`src/rtl/cpu_run_pkg.sv`:
```
// Shared types for the 8-bit CPU run-control block: FSM state encoding,
// launch-mode constants and a small state-classification helper.
package cpu_run_pkg;

  typedef enum logic [2:0] {
    ST_IDLE    = 3'd0,
    ST_RESET   = 3'd1,
    ST_RUN     = 3'd2,
    ST_PAUSE   = 3'd3,
    ST_STEP    = 3'd4,
    ST_HALTED  = 3'd5,
    ST_TIMEOUT = 3'd6
  } run_state_e;

  typedef logic [1:0] run_mode_t;

  localparam run_mode_t MODE_RUN    = 2'd0;
  localparam run_mode_t MODE_STEP   = 2'd1;
  localparam run_mode_t MODE_RUN_BP = 2'd2;

  // States from which a start pulse performs a full relaunch.
  function automatic logic is_launch_state(input run_state_e s);
    return (s == ST_IDLE) || (s == ST_HALTED) || (s == ST_TIMEOUT);
  endfunction

endpackage

```
`src/rtl/cpu_run_ctrl_bp_match.sv`:
```
// Combinational PC breakpoint comparator: one enable/address pair per channel,
// producing the per-channel hit vector and its OR-reduction.
module cpu_bp_match
  import cpu_run_pkg::*;
#(
  parameter int PC_W   = 8,
  parameter int NUM_BP = 2
) (
  input  logic [NUM_BP-1:0]      bp_en_i,
  input  logic [NUM_BP*PC_W-1:0] bp_addr_i,
  input  logic [PC_W-1:0]        pc_i,
  output logic [NUM_BP-1:0]      hit_o,
  output logic                   any_hit_o
);

  always_comb begin
    hit_o = '0;
    for (int i = 0; i < NUM_BP; i++) begin
      hit_o[i] = bp_en_i[i] && (bp_addr_i[i*PC_W +: PC_W] == pc_i);
    end
  end

  assign any_hit_o = |hit_o;

endmodule

```
`src/rtl/cpu_run_ctrl.sv`:
```
// Run-control FSM for the 8-bit CPU: reset sequencing, clock enable, HLT
// detection, cycle watchdog, single-step and PC breakpoints.
module cpu_run_ctrl
  import cpu_run_pkg::*;
#(
  parameter int PC_W       = 8,
  parameter int NUM_BP     = 2,
  parameter int RST_CYCLES = 2,
  parameter int CNT_W      = 16
) (
  input  logic                   clk,
  input  logic                   rst_n,
  input  logic                   start,
  input  logic                   abort,
  input  logic [1:0]             mode,
  input  logic                   step_req,
  input  logic [CNT_W-1:0]       timeout_lim,
  input  logic [NUM_BP-1:0]      bp_en,
  input  logic [NUM_BP*PC_W-1:0] bp_addr,
  input  logic [PC_W-1:0]        pc,
  input  logic                   halted_in,
  output logic                   cpu_rst,
  output logic                   cpu_en,
  output logic [2:0]             state,
  output logic                   done,
  output logic                   timeout,
  output logic [NUM_BP-1:0]      bp_hit,
  output logic [CNT_W-1:0]       cycle_count
);

  localparam int RC_W = (RST_CYCLES > 1) ? $clog2(RST_CYCLES) : 1;

  run_state_e        state_q, state_d;
  run_mode_t         mode_q, mode_d;
  logic [RC_W-1:0]   rcnt_q, rcnt_d;
  logic              sup_q, sup_d;
  logic              cpu_rst_q, cpu_rst_d;
  logic              done_q, done_d;
  logic              timeout_q, timeout_d;
  logic [NUM_BP-1:0] bp_hit_q, bp_hit_d;
  logic [CNT_W-1:0]  cnt_q, cnt_d;

  logic [NUM_BP-1:0] hit_vec;
  logic              any_hit;
  logic              active, ex_halt, ex_to, ex_bp, bp_sup, launch;

  cpu_bp_match #(
    .PC_W   (PC_W),
    .NUM_BP (NUM_BP)
  ) u_bp_match (
    .bp_en_i   (bp_en),
    .bp_addr_i (bp_addr),
    .pc_i      (pc),
    .hit_o     (hit_vec),
    .any_hit_o (any_hit)
  );

  // Exit conditions gate cpu_en in the same cycle they are seen.
  always_comb begin
    active  = (state_q == ST_RUN) || (state_q == ST_STEP);
    bp_sup  = (state_q == ST_STEP) || sup_q;
    ex_halt = active && halted_in;
    ex_to   = active && (timeout_lim != '0) && (cnt_q == timeout_lim);
    ex_bp   = active && (mode_q == MODE_RUN_BP) && any_hit && !bp_sup;
    cpu_en  = active && !(ex_halt || ex_to || ex_bp);
  end

  always_comb begin
    state_d  = state_q;
    mode_d   = mode_q;
    rcnt_d   = rcnt_q;
    sup_d    = 1'b0;
    bp_hit_d = bp_hit_q;
    cnt_d    = (cpu_en && (cnt_q != '1)) ? cnt_q + CNT_W'(1) : cnt_q;
    launch   = start && is_launch_state(state_q);

    if (abort) begin
      state_d  = ST_IDLE;
      bp_hit_d = '0;
      cnt_d    = '0;
    end else if (launch) begin
      state_d  = ST_RESET;
      mode_d   = mode;
      rcnt_d   = RC_W'(RST_CYCLES - 1);
      bp_hit_d = '0;
      cnt_d    = '0;
    end else begin
      case (state_q)
        ST_RESET: begin
          if (rcnt_q == '0) begin
            state_d = (mode_q == MODE_STEP) ? ST_PAUSE : ST_RUN;
          end else begin
            rcnt_d = rcnt_q - RC_W'(1);
          end
        end
        ST_RUN, ST_STEP: begin
          if (ex_halt) begin
            state_d = ST_HALTED;
          end else if (ex_to) begin
            state_d = ST_TIMEOUT;
          end else if (ex_bp) begin
            state_d  = ST_PAUSE;
            bp_hit_d = hit_vec;
          end else if (state_q == ST_STEP) begin
            state_d = ST_PAUSE;
          end
        end
        ST_PAUSE: begin
          // Resume keeps the launch mode; the first RUN cycle skips breakpoints
          // so the paused PC is not immediately re-hit.
          if (start) begin
            state_d  = ST_RUN;
            sup_d    = 1'b1;
            bp_hit_d = '0;
          end else if (step_req) begin
            state_d = ST_STEP;
          end
        end
        default: ;
      endcase
    end

    cpu_rst_d = (state_d == ST_IDLE) || (state_d == ST_RESET);
    done_d    = (state_d == ST_HALTED);
    timeout_d = (state_d == ST_TIMEOUT);
  end

  always_ff @(posedge clk or negedge rst_n) begin
    if (!rst_n) begin
      state_q   <= ST_IDLE;
      mode_q    <= MODE_RUN;
      rcnt_q    <= '0;
      sup_q     <= 1'b0;
      cpu_rst_q <= 1'b1;
      done_q    <= 1'b0;
      timeout_q <= 1'b0;
      bp_hit_q  <= '0;
      cnt_q     <= '0;
    end else begin
      state_q   <= state_d;
      mode_q    <= mode_d;
      rcnt_q    <= rcnt_d;
      sup_q     <= sup_d;
      cpu_rst_q <= cpu_rst_d;
      done_q    <= done_d;
      timeout_q <= timeout_d;
      bp_hit_q  <= bp_hit_d;
      cnt_q     <= cnt_d;
    end
  end

  assign state       = state_q;
  assign cpu_rst     = cpu_rst_q;
  assign done        = done_q;
  assign timeout     = timeout_q;
  assign bp_hit      = bp_hit_q;
  assign cycle_count = cnt_q;

endmodule
```
`config.mk`:
```
export PLATFORM = sky130hd
export DESIGN_NAME = cpu_run_ctrl
export DESIGN_NICKNAME = d
export VERILOG_FILES = /design/src/rtl/cpu_run_pkg.sv /design/src/rtl/cpu_run_ctrl_bp_match.sv /design/src/rtl/cpu_run_ctrl.sv
export SDC_FILE = /design/constraint.sdc
export NUM_CORES = 1
export LEC_CHECK = 0
export CELL_PAD_IN_SITES_DETAIL_PLACEMENT = 1
export CELL_PAD_IN_SITES_GLOBAL_PLACEMENT = 2
export CORE_MARGIN = 2
export CORE_UTILIZATION = 26
export DETAILED_ROUTE_END_ITERATION = 12
export PLACE_DENSITY_LB_ADDON = 0.1
export SYNTH_ARGS = -nofsm -noshare
export SYNTH_HDL_FRONTEND = slang
export SYNTH_HIERARCHICAL = 1
export SYNTH_SLANG_ARGS = --single-unit
```
`constraint.sdc`:
```
create_clock -name clk -period 2.27 [get_ports clk]
set_input_delay 0.3405 -clock clk [delete_from_list [all_inputs] [get_ports clk]]
set_output_delay 0.3405 -clock clk [all_outputs]
set_load 0.01 [all_outputs]
```
==> impl_metrics.csv <==
group,metric,value,unit
clocking,cts_tree,"done",
clocking,hold_buffers,0,
yosys,synthesis.area,2090,um^2
critical_path,cp.required,2500,ps
cells_and_area,area_delta_synth_final,65.3,%
drt,drcViolationCount,0,
power,power.leakage,1.40,nW
global_route,overflow,0,
power,switching_share,35.5,%
timing,tns,0,ps
yosys,synth_cells,235,
floorplan,dieArea,8780,um^2
timing,finalClockSkew,9.74,ps
critical_path,crit_path_max_fanout,4,
yosys,async_flop_share,100,%
critical_path,path_cells,"clkdlybuf4s15_1 -> xnor2_1 -> nand4_1 -> nor3_2 -> or2_1 -> and4bb_1 -> o21a_1 -> nor4_2 -> o21ai_2 -> buf_6 -> or3_4 -> a21oi_2",
power,power_switching,0.686,mW
global_route,antenna_found_initial,0,
drt,vias,2255,
global_route,grt_first_pass_wirelength,12.5,mm
hold_path,hold_class,"in2async",
critical_path,critPathKind,"in2reg",
cells_and_area,diodes,0,
floorplan,row_count,32,
run_status,status,"finished clean",
cells_and_area,final_area,3460,um^2
critical_path,critPathMaxStageDelay,370,ps
yosys,synth_ff_type,"dfrtp_1",
power,clkPwrFrac,22.1,%
yosys,ys_ff_latch,28,
place,place_hpwl,5.98,mm
timing,timing.fmax,0.451,GHz
yosys,avgSynthCellArea,8.91,um^2
power,power.density,559,nW/um^2
floorplan,start_util,26.9,%
drt,firstDrtPassIters,4,
place,io_buffers,74,
critical_path,slowest_stage,"or3_4",
cells_and_area,nets,409,
clocking,numClockSinks,28,
yosys,synth_edf_count,0,
critical_path,cp.buffers_inverters,2,
yosys,ys_warn_count,6,
power,power_frac_seq,31.3,%
timing,setup_violations,0,
yosys,seq_area_frac_synth,33.5,%
clocking,path_clk_slew,120,ps
run,cap_violations,0,
timing,rsz0062_at_grt,"yes",
timing,slew_headroom,72.0,%
drt,vias_per_cell,4.91,
clocking,cts-root-buf,"clkbuf_8",
critical_path,path_delay_family,"simple AND/OR/NAND/NOR gates",
floorplan,die_h,93.7,um
drt,wl_per_cell,16.9,um
clocking,clock_path_buffers,2,
power,combinationalPowerShare,46.6,%
place,placed_area,3260,um^2
drt,ant_nets,0,
timing,setup_ws,53.9,ps
clocking,h-tree-depth,1,
cells_and_area,drive_above_1_share,32.2,%
place,globalplace.congestion,0.760,
place,place_ws,-760,ps
global_route,busiest_layer,"met2",
global_route,grtUsageMet1,24.2,%
global_route,use_met3,2.57,%
drt,routed_wl,7.74,mm
timing,hold_viol_final,0,
timing,slew_violations,0,
global_route,grt_pass1_vias,2395,
critical_path,startpoint_type,"input port",
floorplan,core_area,7770,um^2
timing,min_period,2220,ps
yosys,synth_cell_types,49,
yosys,synth_nets,286,
power,intPower,1.25,mW
global_route,gr-usage-met2,30.8,%
floorplan,die_x,93.7,um
power,peakVddDrop,0.000354,V
clocking,clock_latency,290,ps
global_route,grt_max_degree,29,
drt,drt-initial-drc-count,46,
global_route,grt_util_all_layers,18.1,%
timing,worst_pin_slew,420,ps
clocking,cts_buffers,3,
critical_path,worst_setup_path_end_kind,"flop",
floorplan,io_pins,75,
timing,finalCritPeriodShare,97.6,%
timing,hold-worst-slack,438,ps
critical_path,arrival,2440,ps
repair_timing:
item | 4_1_cts | 5_1_grt
pin swaps | 30 | 13
buffers inserted | 1 | 4
endpoints found under the setup margin | 19 | 15
resized for setup | 65 | 50
routing by layer:
layer | vias up | wire length (um)
met2 | 33 | 3970
li1 | 1106 | -
met4 | 0 | 78
met1 | 1110 | 3490
met3 | 6 | 195
met5 | - | 0
area by class of cell:
type	count	area [um^2]
repair buffers	127	1050
multi-input cells	196	1500
flip-flops and latches	28	702
fillers	925	4310
clock buffers	3	41.3
clock inverters	1	30.0
inverters	2	7.51
well taps	102	128
cells by family (layout without fill, tap and decap cells):
logic type      Yosys count  in the layout  synth area share [%]
compound gates           50             50                  14.3
buf+inv                  11            133                  3.23
flops                    28             28                  33.5
fa+ha+maj                 2              2                  1.08
mux                       6              6                  3.05
xor+xnor                 40             40                  16.7
simple gates             98             98                  28.1
worst register-to-register path: cells and delay by family (launching register included):
family / cells / cell delay, ps
DFF: 1 / 480
xor gates and xnor gates: 1 / 140
buffers and inverters: 2 / 320
AOI/OAI and AO/OA: 2 / 430
and+or+nand+nor: 3 / 510
adders and majority gates: 1 / 210
state kept, by name (all words and copies together) (netlist names):
register,cells
bp_hit,2
cpu_rst,1
cycle_count,16
done,1
mode_q,2
rcnt_q,1
state,3
sup_q,1
timeout,1
layout by cell type (no fill, tap or decap), types with 3 or more instances in the layout:
cell / Yosys / routed
nor3_1: 3 / 3
clkdlybuf4s50_1: 0 / 44
nor3_2: 3 / 3
or3_1: 8 / 5
nand3_1: 11 / 11
dlymetal6s2s_1: 0 / 3
nor4_1: 11 / 5
dfrtp_1: 27 / 27
nand2_1: 14 / 13
mux2i_1: 3 / 3
and4_1: 5 / 5
a21oi_2: 0 / 5
xnor2_1: 28 / 20
mux2_2: 3 / 3
buf_2: 2 / 7
clkdlybuf4s15_1: 0 / 5
nand2b_1: 6 / 6
xnor2_2: 0 / 7
xor2_1: 12 / 12
o21ai_1: 3 / 4
or3_4: 0 / 3
nor4_2: 1 / 6
o21a_1: 3 / 3
clkbuf_8: 0 / 3
clkbuf_2: 1 / 12
o21ai_0: 14 / 12
dlygate4sd2_1: 0 / 3
a21oi_1: 17 / 12
nand4_1: 7 / 7
buf_4: 0 / 51
nor2_1: 12 / 11
nor2b_1: 6 / 6
power groups by stage:
stage | clock, mW | combinational (mW) | sequential, mW
after floorplan | 0 | 0.458 | 0.623
after global placement | 0 | 0.877 | 0.620
after detailed placement | 0 | 0.877 | 0.617
after CTS | 0.436 | 0.875 | 0.607
after global routing | 0.450 | 0.989 | 0.614
final | 0.427 | 0.901 | 0.605
cells in the mapped netlist (all sizes together), types with 4 or more instances:
master   n  area (um^2)
o21ai   17         85.1
xnor2   28          245
clkbuf   4         16.3
nor2b    6         37.5
nand2b   6         37.5
nand4    8         56.3
nor2    12         45.0
or3      8         50.1
nand3   12         65.1
and4     6         55.1
a21oi   17         85.1
buf      5         43.8
nor4    12         81.3
dfrtp   27          676
nand2   14         52.6
nor3     6         45.0
xor2    12          105
worst paths after layout:
| check | depth (start not counted) | to | start | slack (ps) |
|---|---|---|---|---|
| worst max-delay path | 12 | cycle_count[5] | bp_addr[5] | 50 |
| worst min register to register | 1 | mode_q[0] | mode_q[0] | 560 |
| min in group clk | 6 | bp_hit[1] | bp_addr[8] | 510 |
| worst max register to register | 9 | cycle_count[0] | cycle_count[1] | 90 |
| max in group asynchronous | 2 | cpu_rst | rst_n | 1500 |
| worst min-delay path | 2 | cycle_count[9] | rst_n | 440 |
through the flow:
stage / utilization (%) / cells / power [mW]
3_3_place_gp: 42.0 / 450 / 1.50
6_report: 44.6 / 459 / 1.93
4_1_cts: 43.5 / 455 / 1.92
5_1_grt: 44.6 / 459 / 2.05
3_5_place_dp: 42.0 / 450 / 1.49
2_1_floorplan: - / 235 / 1.08
No activity file was read; power rests on OpenSTA's default activity.
